$ cat src/rtl/boot_loader_rx_if.sv
// Boot stream interface: the pin-side boot word stream plus the Icache write port.
// The boot master drives the stream; the boot receiver drives the Icache write port.
interface boot_loader_rx_if #(
    parameter int ADDR_WIDTH = 8,
    parameter int DATA_WIDTH = 32
);
    // Stream semantics: there is no ready. A word is transferred on every rising clk edge
    // where boot_up is high, and ic_we is a one-cycle write strobe that is never back-pressured.
    logic                  boot_up;
    logic [ADDR_WIDTH-1:0] boot_addr;
    logic [DATA_WIDTH-1:0] boot_datai;
    logic                  ic_we;
    logic [ADDR_WIDTH-1:0] ic_addr;
    logic [DATA_WIDTH-1:0] ic_wdata;

    modport master (
        output boot_up, boot_addr, boot_datai,
        input  ic_we, ic_addr, ic_wdata
    );

    modport slave (
        input  boot_up, boot_addr, boot_datai,
        output ic_we, ic_addr, ic_wdata
    );
endinterface

$ cat src/rtl/boot_loader_rx.sv
// Boot receiver: writes streamed boot words into the Icache, holds the pipeline for a flush
// window, then releases the core. Optional BOOT_CHECKSUM_EN adds a running word checksum.
module boot_loader_rx #(
    parameter int ADDR_WIDTH   = 8,
    parameter int DATA_WIDTH   = 32,
    parameter int FLUSH_CYCLES = 4
) (
    input  logic                  clk,
    input  logic                  rst_n,
    boot_loader_rx_if.slave       bus,
    output logic                  core_run,
    output logic                  valid,
    output logic [ADDR_WIDTH:0]   words_loaded,
`ifdef BOOT_CHECKSUM_EN
    output logic [DATA_WIDTH-1:0] boot_csum,
`endif
    output logic [1:0]            state_dbg
);

    typedef enum logic [1:0] {
        IDLE  = 2'd0,
        LOAD  = 2'd1,
        FLUSH = 2'd2,
        RUN   = 2'd3
    } state_t;

    localparam logic [ADDR_WIDTH:0] WORDS_MAX  = {1'b1, {ADDR_WIDTH{1'b0}}};
    localparam logic [3:0]          FLUSH_INIT = 4'(FLUSH_CYCLES - 1);

    state_t                state;
    logic [3:0]            flush_cnt;
    logic                  s1_up;
    logic [ADDR_WIDTH-1:0] s1_addr;
    logic [DATA_WIDTH-1:0] s1_data;
`ifndef BOOT_CHECKSUM_EN
    logic [DATA_WIDTH-1:0] boot_csum;
`endif

    // S1 capture stage; the Icache write port is driven straight from it.
    always_ff @(posedge clk or negedge rst_n) begin
        if (!rst_n) begin
            s1_up   <= 1'b0;
            s1_addr <= '0;
            s1_data <= '0;
        end else begin
            s1_up   <= bus.boot_up;
            s1_addr <= bus.boot_addr;
            s1_data <= bus.boot_datai;
        end
    end

    assign bus.ic_we    = s1_up;
    assign bus.ic_addr  = s1_addr;
    assign bus.ic_wdata = s1_data;
    assign state_dbg    = state;

    // S1 only carries a word while in LOAD, so counting there sees every write. core_run
    // drops on the same edge that captures a new word, so it never overlaps ic_we.
    always_ff @(posedge clk or negedge rst_n) begin
        if (!rst_n) begin
            state        <= IDLE;
            flush_cnt    <= '0;
            core_run     <= 1'b0;
            valid        <= 1'b0;
            words_loaded <= '0;
            boot_csum    <= '0;
        end else begin
            case (state)
                IDLE: begin
                    if (bus.boot_up) begin
                        state        <= LOAD;
                        words_loaded <= '0;
                        boot_csum    <= '0;
                    end
                end
                LOAD: begin
                    if (s1_up) begin
                        if (words_loaded != WORDS_MAX) words_loaded <= words_loaded + 1'b1;
                        boot_csum <= boot_csum + s1_data;
                    end else if (!bus.boot_up) begin
                        state     <= FLUSH;
                        flush_cnt <= FLUSH_INIT;
                    end
                end
                FLUSH: begin
                    if (bus.boot_up) begin
                        state <= LOAD;
                    end else if (flush_cnt == 4'd0) begin
                        state    <= RUN;
                        core_run <= 1'b1;
                        valid    <= 1'b1;
                    end else begin
                        flush_cnt <= flush_cnt - 1'b1;
                    end
                end
                RUN: begin
                    if (bus.boot_up) begin
                        state        <= LOAD;
                        core_run     <= 1'b0;
                        valid        <= 1'b0;
                        words_loaded <= '0;
                        boot_csum    <= '0;
                    end
                end
                default: state <= IDLE;
            endcase
        end
    end

endmodule
$ cat src/flat_wrapper.sv
// flat-port wrapper written by rule: the top's interface ports become plain ports
module boot_loader_rx_flat 
#(
    parameter int ADDR_WIDTH   = 8,
    parameter int DATA_WIDTH   = 32,
    parameter int FLUSH_CYCLES = 4
)
  (clk, rst_n, core_run, valid, words_loaded, state_dbg, bus_boot_up, bus_boot_addr, bus_boot_datai, bus_ic_we, bus_ic_addr, bus_ic_wdata);
  boot_loader_rx_if #(.ADDR_WIDTH(ADDR_WIDTH), .DATA_WIDTH(DATA_WIDTH)) bus_i ();
  input  logic clk;
  input  logic rst_n;
  output logic core_run;
  output logic valid;
  output logic [ADDR_WIDTH:0] words_loaded;
  output logic [1:0] state_dbg;
  input wire logic [$bits(bus_i.boot_up)-1:0] bus_boot_up;
  input wire logic [$bits(bus_i.boot_addr)-1:0] bus_boot_addr;
  input wire logic [$bits(bus_i.boot_datai)-1:0] bus_boot_datai;
  output wire logic [$bits(bus_i.ic_we)-1:0] bus_ic_we;
  output wire logic [$bits(bus_i.ic_addr)-1:0] bus_ic_addr;
  output wire logic [$bits(bus_i.ic_wdata)-1:0] bus_ic_wdata;
  assign bus_i.boot_up = bus_boot_up;
  assign bus_i.boot_addr = bus_boot_addr;
  assign bus_i.boot_datai = bus_boot_datai;
  assign bus_ic_we = bus_i.ic_we;
  assign bus_ic_addr = bus_i.ic_addr;
  assign bus_ic_wdata = bus_i.ic_wdata;
  boot_loader_rx #(.ADDR_WIDTH(ADDR_WIDTH), .DATA_WIDTH(DATA_WIDTH), .FLUSH_CYCLES(FLUSH_CYCLES)) u_core (.clk(clk), .rst_n(rst_n), .bus(bus_i), .core_run(core_run), .valid(valid), .words_loaded(words_loaded), .state_dbg(state_dbg));
endmodule
$ cat config.mk
export PLATFORM = sky130hd
export DESIGN_NAME = boot_loader_rx_flat
export DESIGN_NICKNAME = d
export VERILOG_FILES = /design/src/rtl/boot_loader_rx_if.sv /design/src/rtl/boot_loader_rx.sv /design/src/flat_wrapper.sv
export SDC_FILE = /design/constraint.sdc
export NUM_CORES = 1
export LEC_CHECK = 0
export CORE_MARGIN = 2
export CORE_UTILIZATION = 61
export DETAILED_ROUTE_END_ITERATION = 12
export DONT_BUFFER_PORTS = 1
export GPL_TIMING_DRIVEN = 1
export HOLD_SLACK_MARGIN = 0.12
export PLACE_DENSITY = 0.75
export SLEW_MARGIN = 20
export SYNTH_ARGS = -nofsm -noshare
export SYNTH_HDL_FRONTEND = slang
export SYNTH_SLANG_ARGS = --single-unit
$ cat constraint.sdc
create_clock -name clk -period 1.8 [get_ports clk]
set_input_delay 0.36 -clock clk [delete_from_list [all_inputs] [get_ports clk]]
set_output_delay 0.36 -clock clk [all_outputs]
set_load 0.02 [all_outputs]
Word-level counts from Yosys, hierarchy flattened

Cells that the tools add are included.

Multiplexer cells: 19
Reduce and logical (&&, ||, !) cells: 10
Add/sub/neg operators: 2
Equality and inequality tests: 14

Operator list:

| operator              | number |
|---|---|
| $mux W9               | 3 |
| $pmux W9 S2           | 1 |
| $mux W4               | 4 |
| $reduce_and A4 Y1     | 3 |
| $mux W2               | 5 |
| $ne A2 B2 Y1 const B  | 5 |
| $add A9 B1 Y9 const B | 1 |
| $ne A9 B9 Y1 const B  | 1 |
| $ne A2 B1 Y1 const B  | 4 |
| $pmux W4 S2           | 1 |
| $pmux W2 S3           | 1 |
| $reduce_bool A2 Y1    | 3 |
| $reduce_and A5 Y1     | 1 |
| $eq A2 B2 Y1 const B  | 2 |
| $logic_not A4 Y1      | 1 |
| $sub A4 B1 Y4 const B | 1 |
| $mux W1               | 3 |
| $ne A3 B2 Y1 const B  | 1 |
| $eq A2 B1 Y1 const B  | 1 |
| $logic_not A2 Y1      | 1 |
| $pmux W1 S2           | 1 |
| $reduce_or A2 Y1      | 1 |

Word-level logic and storage cells: 52
Bits in registers: 57
Input port bits: 43
Output and inout bits: 54

Logic depth before layout (Yosys ltp)

Gate-level depths: netlist of the first run.

Depth in word-level cells: 4
Depth in mapped cells: 7
Depth with buffers taken out: 6

Worst setup path after synthesis of the first run

Ideal clock, no wire load.

Path kind: register to register
Start point: reg u_core.state[1] (netlist: u_core.state_dbg[1])
End point: reg u_core.words_loaded[3]
Setup time: 0.137 ns
Data required time: 1.663 ns
Clock period less this slack: 1.711 ns
Path buffers: 1
Path slack: 0.089 ns
Arrival time: 1.574 ns
Stages on the path, launching flop included: 8
Cell sequence: dfrtp_1 -> inv_1 -> ha_1 -> clkbuf_8 -> nor2b_1 -> a311o_2 -> nand2_1 -> o21ai_0

Cells in the longest elaborated chain, start to end: 4
Elaborated cells between the ends (all ways): 10
Classes of those cells: eq/ne: 5; mux: 1; reduce/logical: 4

Ends and longest elaborated chain:

| element                                                                    | line                 | RTL |
|---|---|---|
| start: declaration                                                         | boot_loader_rx.sv:30 | `state_t state;` |
| start signal: assignment                                                   | boot_loader_rx.sv:61 | `state <= IDLE;` |
| start signal: assignment                                                   | boot_loader_rx.sv:71 | `state <= LOAD;` |
| start signal: assignment                                                   | boot_loader_rx.sv:81 | `state <= FLUSH;` |
| $eq A2 B2 Y1 / $logic_not A2 Y1 (equally long branches)                    | --                   |  |
| $reduce_or A2 Y1 (no source line)                                          | --                   |  |
| $ne A2 B1 Y1 (no source line) / $reduce_bool A2 Y1 (equally long branches) | --                   |  |
| $reduce_and A4 Y1 (no source line)                                         | --                   |  |
| end signal: assignment                                                     | boot_loader_rx.sv:78 | `if (words_loaded != WORDS_MAX) words_loaded <= words_loaded + 1'b1;` |
| end: declaration                                                           | boot_loader_rx.sv:13 | `output logic [ADDR_WIDTH:0] words_loaded,` |

Parallel ways exist; a longest one is shown, timed or not.
A chain may end at the register's enable or synchronous reset.

Worst setup path after layout of the first run

Start point: reg u_core.state[1] (netlist: u_core.state_dbg[1])
End point: reg u_core.words_loaded[8]

The elaborated chain is that of the path after synthesis.

==> flow_summary.ini, run 1 <==
[run_status]
status = complete, no violations

[setup_path]
cp-startpoint = u_core.state_dbg[1]
crit_path_end = u_core.words_loaded[8]
cp_cell_sequence = inv_1, ha_2, nand4_4, nor4_4, xnor2_1, o21ai_2
arrival_ns = 1.95
crit_slowest_cell = dfrtp_1
start_kind = register
endpoint_kind = register
reg2regPathDepth = 6
worstReg2RegEnd = u_core.words_loaded[8]
cp.required_ns = 2.06
cpPeakStageDelay_ns = 0.43
worstSetupPathType = register to register
cp_max_fo = 10
r2r_setup_slack_ns = 0.12
r2r_start = u_core.state_dbg[1]

[detailed_routing]
routed_wl_mm = 5.044
drc_errors = 0
dr.pass1.iters = 4
vias = 1437
routedWlPerCell_um = 19.25
drt_iter0_markers = 69
via_per_inst = 5.485
ant_nets = 0

[sta]
rsz0062_at_grt = no
hold_viol = 0
drv_slew = 0
setup-violations-final = 0
skew_ns = 0.006736
worstMarginPinSlew_ns = 0.4182
fin_crit_ns = 1.685
max_freq_mhz = 593.6
period_share_pct = 93.58
setup_slack_ns = 0.1155
setup_tns_ns = 0
maxSlewHeadroom_pct = 72.12

[floorplan]
fp.dieH_um = 62.46
start_util_pct = 62.96
coreArea_mm2 = 0.003311
rows = 21
die_area_mm2 = 0.003901
dieWidth_um = 62.46
ios = 97

[clocking]
clk_path_buf_depth = 2
cts-root-buf = clkbuf_4
insertion_delay_ns = 0.37
cts.sinks = 57
cts_htree_levels = 3
cts_buffers = 9
cts_tree = built
clk_pin_slew_ns = 0.10

[power_and_ir_drop]
leakage_nw = 1.246
power_density_mw_per_mm2 = 1279
ir_drop_mv = 0.8900

[synth]
synth_top_cell_by_area = dfrtp_1
synth_area_mm2 = 0.002084
synth_cell_types = 38
synthesis.nets = 203
yosysSeqAreaShare_pct = 68.43
ys_warn_count = 0
ys.flop_type = dfrtp_1
ys_async_sr_fraction_pct = 100.0
yosys-top-cells-area = dfrtp_1 68%, ha_1 3.6%, nand2_1 3.1%, xnor2_1 2.9%, inv_1 1.6%
synth-seq-cells = 57
syn_inst = 154
yosysTopAreaCellShare_pct = 68.43
synth_area_per_cell_um2 = 13.54
synth-edff-count = 0

[final_layout]
syn_to_final_growth_pct = 33.79
drive_gt1_share_pct = 17.13
nets = 261
antenna_cells = 0

[place]
gp_congestion = 0.7784
pre_cts_ws_ns = 0.09124
dp_hpwl_mm = 2.808
port_buffers = 0

[grt]
antenna_found_initial = 0
grt.total_usage_pct = 29.57
overflow = 0
grt_pass1_vias = 1623
grt_max_degree = 58
grt_first_pass_wirelength_mm = 8.273

[run]
maxCapViolations = 0

[hold_path]
holdCritPathClass = input port to register
==> flip-flops by register name, indices dropped and copies added, names as in the netlist <==
register             count
u_core.state_dbg         2
u_core.flush_cnt         4
u_core.words_loaded      9
u_core.bus.ic_wdata     32
u_core.bus.ic_we         1
u_core.bus.ic_addr       8
u_core.core_run          1
==> Yosys cell counts (2+ instances only) <==
cell	number
dfrtp_1	57
nand2_1	17
inv_1	9
xnor2_1	7
ha_1	6
nor2_1	5
nor3_1	5
o21ai_0	5
nand3_1	4
nand4_1	3
o21ai_1	3
xor2_1	3
clkbuf_1	2
nor2b_1	2
nor4b_2	2
o21bai_1	2
==> cell families (layout without fill, tap and decap cells) <==
group / count (synthesis) / after routing / share of synthesized area (%)
muxes: 1 / 1 / 0.4802
adders and majority gates: 6 / 6 / 3.601
DFF: 57 / 57 / 68.43
xor gates and xnor gates: 10 / 10 / 4.202
AOI/OAI and AO/OA: 21 / 21 / 7.023
buffers and inverters: 14 / 76 / 3.241
and+or+nand+nor: 45 / 45 / 13.03
==> what timing repair did <==
item | CTS | global route
endpoints found under the setup margin | 0 | 8
gates resized for setup | 0 | 2
endpoints found under the hold margin | 98 | 0
buffers inserted | 0 | 0
hold buffers | 43 | 0
==> through the flow <==
step           power (mW)  hold WS (ns)  std cells  cell area (um^2)  util, %
3_3_place_gp        2.350       0.06548        204              2176    65.72
2_1_floorplan       2.190       0.06441        154              2085        -
3_5_place_dp        2.386       0.06570        204              2176    65.72
4_1_cts             3.536        0.1358        262              2784    84.09
5_1_grt             3.793        0.1274        262              2789    84.24
6_report            3.568        0.1480        262              2789    84.24
==> worst min-delay path by stage <==
stage | startpoint | end | slack [ns] | cells past startpoint
after floorplan | rst_n | u_core.bus.ic_addr[0] | 0.06 | 0
after global placement | rst_n | u_core.core_run | 0.07 | 0
after detailed placement | rst_n | u_core.state_dbg[1] | 0.07 | 0
after CTS | bus_boot_up | u_core.flush_cnt[3] | 0.14 | 2
after global routing | bus_boot_up | u_core.flush_cnt[3] | 0.13 | 2
final | bus_boot_up | u_core.flush_cnt[3] | 0.15 | 2
==> metal layers <==
layer	global-route usage, %	up-vias	routed length, um
li1	-	644	-
met1	30.69	693	1785
met2	49.87	85	2634
met3	16.40	15	486
met4	11.39	0	138
met5	0	-	0
==> layout make-up <==
type                            instances  area (um^2)
Clock buffer                           10        81.33
Clock inverter                          5        78.83
Fill cell                             188        521.8
Inverter                                9        33.78
Multi-Input combinational cell         83        595.6
Sequential cell                        57         1426
Tap cell                               46        57.56
Timing Repair Buffer                   52        515.5
==> cells in the final DEF, fill, tap and decap left out, types with 2 or more instances in the layout <==
master         instances
dfrtp_1               57
dlygate4sd3_1         42
nand2_1               17
inv_1                  9
clkbuf_4               9
buf_4                  9
xnor2_1                7
nor3_1                 5
nor2_1                 5
o21ai_0                5
ha_1                   5
nand3_1                4
nand4_1                3
xor2_1                 3
o21ai_1                3
o21bai_1               2
nor4b_2                2
nor2b_1                2
clkinv_2               2
bufinv_16              2
==> power by group <==
group / internal, mW / switching (mW)
sequential: 1.41 / 0.161
clock: 0.595 / 0.468
combinational: 0.402 / 0.536
total: 2.40 / 1.16
==> critical path, delay by kind of cell, from the launching register on <==
family | cells | cell delay [ns]
xor gates and xnor gates | 1 | 0.21
DFF | 1 | 0.43
AOI/OAI and AO/OA | 1 | 0.09
and+or+nand+nor | 2 | 0.48
buffers and inverters | 1 | 0.08
adders and majority gates | 1 | 0.30
Note: power is estimated with default switching activity, not from simulation.
==> inputs of run 2 (changes only) <==
--- a/config.mk
+++ b/config.mk
@@ -6,12 +6,12 @@
 export NUM_CORES = 1
 export LEC_CHECK = 0
 export CORE_MARGIN = 2
-export CORE_UTILIZATION = 61
+export CORE_UTILIZATION = 45
 export DETAILED_ROUTE_END_ITERATION = 12
 export DONT_BUFFER_PORTS = 1
 export GPL_TIMING_DRIVEN = 1
 export HOLD_SLACK_MARGIN = 0.12
-export PLACE_DENSITY = 0.75
+export PLACE_DENSITY = 0.58
 export SLEW_MARGIN = 20
 export SYNTH_ARGS = -nofsm -noshare
 export SYNTH_HDL_FRONTEND = slang
==> run 2 against run 1 <==
Core utilization shrank 21 points. Register-to-register slack gained 0.03 ns. First-iteration DRC count shrank 43%. Largest cell class unchanged. Sequential share of layout area shrank 0.41 points. Highest routed layer unchanged. Power shrank 1.3%. Worst setup slack gained 0.027 ns. Clock skew is essentially flat. Largest power group unchanged.
==> flow_summary.ini, run 2 (synthesis results as in run 1) <==
[detailed_routing]
vias = 1398
drt_iter0_markers = 39
drc_errors = 0
dr.pass1.iters = 4
routedWlPerCell_um = 16.38
via_per_inst = 5.178
routed_wl_mm = 4.422
ant_nets = 0

[setup_path]
cp_max_fo = 8
cp.required_ns = 2.00
worstSetupPathType = register to register
endpoint_kind = register
start_kind = register
arrival_ns = 1.86

[clocking]
cts-root-buf = clkbuf_8
clk_path_buf_depth = 2
cts_buffers = 9
cts_htree_levels = 3
ctsResizeCount = 0
cts_tree = built
cts.sinks = 57
clk_pin_slew_ns = 0.07
insertion_delay_ns = 0.33

[final_layout]
multi_input_comb_area_um2 = 590.6
drive_gt1_share_pct = 16.51
n_fill_cell = 329
seqCellArea_mm2 = 0.001426
antenna_cells = 0
largest_reg_flops = 32
nets = 262
finalNonFillerCells = 270
syn_to_final_growth_pct = 34.87
final_common_cell = dfrtp_1
final_cell_mix = 57 x dfrtp_1, 42 x dlygate4sd3_1, 17 x nand2_1

[place]
placedCellCount = 211
port_buffers = 0
gp_congestion = 0.7580
dp_hpwl_mm = 2.761

[sta]
setup-violations-final = 0
fin_crit_ns = 1.658
rsz0062_at_grt = no
period_share_pct = 92.09
max_freq_mhz = 603.3
drv_slew = 0
maxSlewHeadroom_pct = 71.19
worstMarginPinSlew_ns = 0.4322
whs_ns = 0.2027
hold_viol = 0
skew_ns = 0.006379
setup_tns_ns = 0

[grt]
grt.total_usage_pct = 19.16
antenna_found_initial = 0
grt_pass1_vias = 1522
overflow = 0
grt_max_degree = 58
grt_first_pass_wirelength_mm = 7.265

[floorplan]
ios = 97
start_util_pct = 47.22
fp.dieH_um = 72.06
coreArea_mm2 = 0.004414
rows = 24
die_area_mm2 = 0.005193
dieWidth_um = 72.06

[run]
maxCapViolations = 0

[hold_path]
holdCritPathClass = input port to register

[power_and_ir_drop]
power_density_mw_per_mm2 = 1253
p_total_mw = 3.522
ir_drop_mv = 0.7020
leakage_nw = 1.250

[run_status]
status = complete, no violations
run 2: area by class of cell:
cell class                      count  share of cell area (%)
Sequential cell                    57                   50.73
Multi-Input combinational cell     83                   21.01
Timing Repair Buffer               53                   18.60
Clock buffer                       11                   5.029
Tap cell                           52                   2.314
Inverter                            9                   1.202
Clock inverter                      5                   1.113
run 2: worst paths after layout:
kind / from / endpoint / slack (ns) / cells past startpoint
setup / recovery: u_core.state_dbg[0] / u_core.words_loaded[3] / 0.14 / 5
hold / removal: bus_boot_up / u_core.core_run / 0.20 / 3
setup reg to reg: u_core.state_dbg[0] / u_core.words_loaded[3] / 0.14 / 5
hold reg to reg: u_core.flush_cnt[3] / u_core.flush_cnt[3] / 0.55 / 2
max in group asynchronous: rst_n / u_core.bus.ic_addr[6] / 1.01 / 2
min in group asynchronous: rst_n / u_core.core_run / 0.55 / 2
run 2: stage by stage:
step | instance area (um^2) | setup WS (ns) | util (%)
finish | 2811 | 0.1423 | 63.69
global route | 2811 | 0.03729 | 63.69
CTS | 2811 | 0.1293 | 63.69
detailed placement | 2191 | 0.1340 | 49.63
global placement | 2191 | 0.2195 | 49.63
floorplan | 2085 | 0.08915 | -
run 2: critical path: stages, from the launching register on:
cell,delay [ns]
dfrtp_1,0.42
ha_1,0.31
nor2b_1,0.17
a311o_2,0.45
nand2_1,0.10
o21ai_0,0.09
run 2: power by group:
group / internal, mW / leakage [nW] / total (mW) / switching (mW)
Clock: 0.531 / 0.0891 / 1.03 / 0.496
Sequential: 1.41 / 0.686 / 1.56 / 0.149
Combinational: 0.403 / 0.476 / 0.937 / 0.533
run 2: layer usage:
metal	track usage (%)	share of wire (%)
met1	20.22	37
met2	30.68	50
met3	10.97	11
met4	9.434	1.6
met5	0	0
run 2: timing repair:
item	in CTS	in global routing
hold buffers	43	0
buffers inserted	0	0
hold endpoints to repair	98	0
==> patch, RTL diff (config.mk and constraints of run 1) <==
Take the reset off `s1_data` and load it in a clocked block of its own.
--- a/src/rtl/boot_loader_rx.sv
+++ b/src/rtl/boot_loader_rx.sv
@@ -41,12 +41,14 @@
         if (!rst_n) begin
             s1_up   <= 1'b0;
             s1_addr <= '0;
-            s1_data <= '0;
         end else begin
             s1_up   <= bus.boot_up;
             s1_addr <= bus.boot_addr;
-            s1_data <= bus.boot_datai;
         end
+    end
+
+    always_ff @(posedge clk) begin
+        s1_data <= bus.boot_datai;
     end
 
     assign bus.ic_we    = s1_up;
Function: changed (Yosys sat finds a counterexample within 4 cycles, from zero or initial values and one cycle with rst_n low).
==> patch against run 1 <==
Routed wire length rose by 0.32%; setup slack worse by 13 ps; power is 2.9% lower; sequential share of layout area decreased by 2.4 points; area after synthesis fell by 7.7%; final area is 6.8% lower; sequential cell count unchanged; clock skew up 8.3 ps; largest power group unchanged; highest routed layer unchanged.
==> patch: results (changes against run 1) <==
pin count of the biggest net entering global routing 26 (-55%); Crit Path Max Fanout 8 (-2); HPWL Detailed 2760 um (-1.9%); Met1 Routed Length 1790 um (+0.22%); Clock Pin Slew Worst Setup and Hold Paths 100 ps (about the same); top post-synthesis cells by area dfxtp_1, dfrtp_1, ha_1, nand2_1, xnor2_1; wire per inst 19.3 um (+0.32%); synth cell count leaders dfxtp_1, dfrtp_1, nand2_1; Reg power frac 0.452 (+0.013); met2 WL 2540 um (-3.7%); vias in the first global route 1451 (-11%); TNS Setup 0 ps (unchanged); Net Sw Power 1.24 mW (+6.4%); Worst-Skew Late Latency 400 ps (+30 ps); met3 GRT Util 0.171 (+0.00703); Async SR Flop Fraction 0.439 (-0.561); status complete, no violations; Worst Skew 15.0 ps (+8.31 ps); largest delay contributor family on the critical path compound AO/OA/AOI/OAI gates; share of layout cells above drive strength 1 0.170 (-0.00157); NumNets Final 262 (+0.38%); Peak VDD IR 1.08 mV (+22%); Slew HR 0.716 (-0.00522); M2 GR Usage 0.457 (-0.0421); drt pass-1 iters 5 (+1); post-synthesis sequential area ratio 0.658 (-0.0263); CP peak stage delay 450 ps (+20 ps); Routed Antenna Nets 0 (unchanged); P_leak 1.13 nW (-9.6%); fillers 141 (-25%); first-pass GRT wire length 7350 um (-11%); DRT iter0 DRCs 105 (+52%); gr usage total 0.302 (+0.00584); Antenna Cells 0 (unchanged); GPL Wtd Cong 0.805 (+3.5%); Clock power frac 0.258 (-0.040); Placed Area 2010 um^2 (-7.5%); Fin. Hold Viols 0 (unchanged); Routed met3 length 590 um (+21%); M1 GR Usage 0.338 (+0.0307); Yosys cell types 39 (+2.6%); DR vias/cell 5.53 (+0.90%); Critical Path AT 1970 ps (+20 ps); CTS buffer count 9 (unchanged); critical path's slowest cell a311o_2
patch: changes by cell type after synthesis, sizes merged:
cell and delta:
dfxtp +32, dfrtp -32
patch: through the flow:
stage	instances	setup WS, ps	total power, mW	util
final	262	103	3.47	0.858
after global routing	262	4.75	3.60	0.858
after CTS	261	133	3.35	0.855
after detailed placement	202	158	2.42	0.665
after global placement	202	249	2.36	0.665
after floorplan	154	89.2	2.18	-
patch: kinds of logic after synthesis:
logic type	share of synthesized area
flops	0.658
simple gates	0.141
compound gates	0.0761
buf+inv	0.0351
xor+xnor	0.0455
fa+ha+maj	0.0390
mux	0.00520
patch: repair_timing:
item | CTS | global route
endpoints found under the setup margin | 0 | 2
hold endpoints to repair | 67 | 0
buffers inserted | 0 | 1
resized for setup | 0 | 1
hold buffers | 43 | 0
patch: worst paths after layout:
kind,startpoint,endpoint,slack (ps),cells after the start
hold / removal,bus_boot_up,u_core.flush_cnt[2]$_DFFE_PN0P_,150,2
hold reg to reg,u_core.flush_cnt[1]$_DFFE_PN0P_,u_core.flush_cnt[1]$_DFFE_PN0P_,610,2
max in group asynchronous,rst_n,u_core.flush_cnt[2]$_DFFE_PN0P_,1230,2
min in group asynchronous,rst_n,u_core.words_loaded[4]$_DFFE_PN0P_,400,2
setup / recovery,u_core.state_dbg[0]$_DFFE_PN0P_,u_core.words_loaded[5]$_DFFE_PN0P_,100,5
setup reg to reg,u_core.state_dbg[0]$_DFFE_PN0P_,u_core.words_loaded[5]$_DFFE_PN0P_,100,5
patch: area by class of cell:
cell class | count | share of cell area
inverters | 9 | 0.0130
flip-flops and latches | 57 | 0.487
multi-input cells | 83 | 0.228
well taps | 44 | 0.0212
clock inverters | 4 | 0.00963
clock buffers | 12 | 0.0424
repair buffers | 53 | 0.198
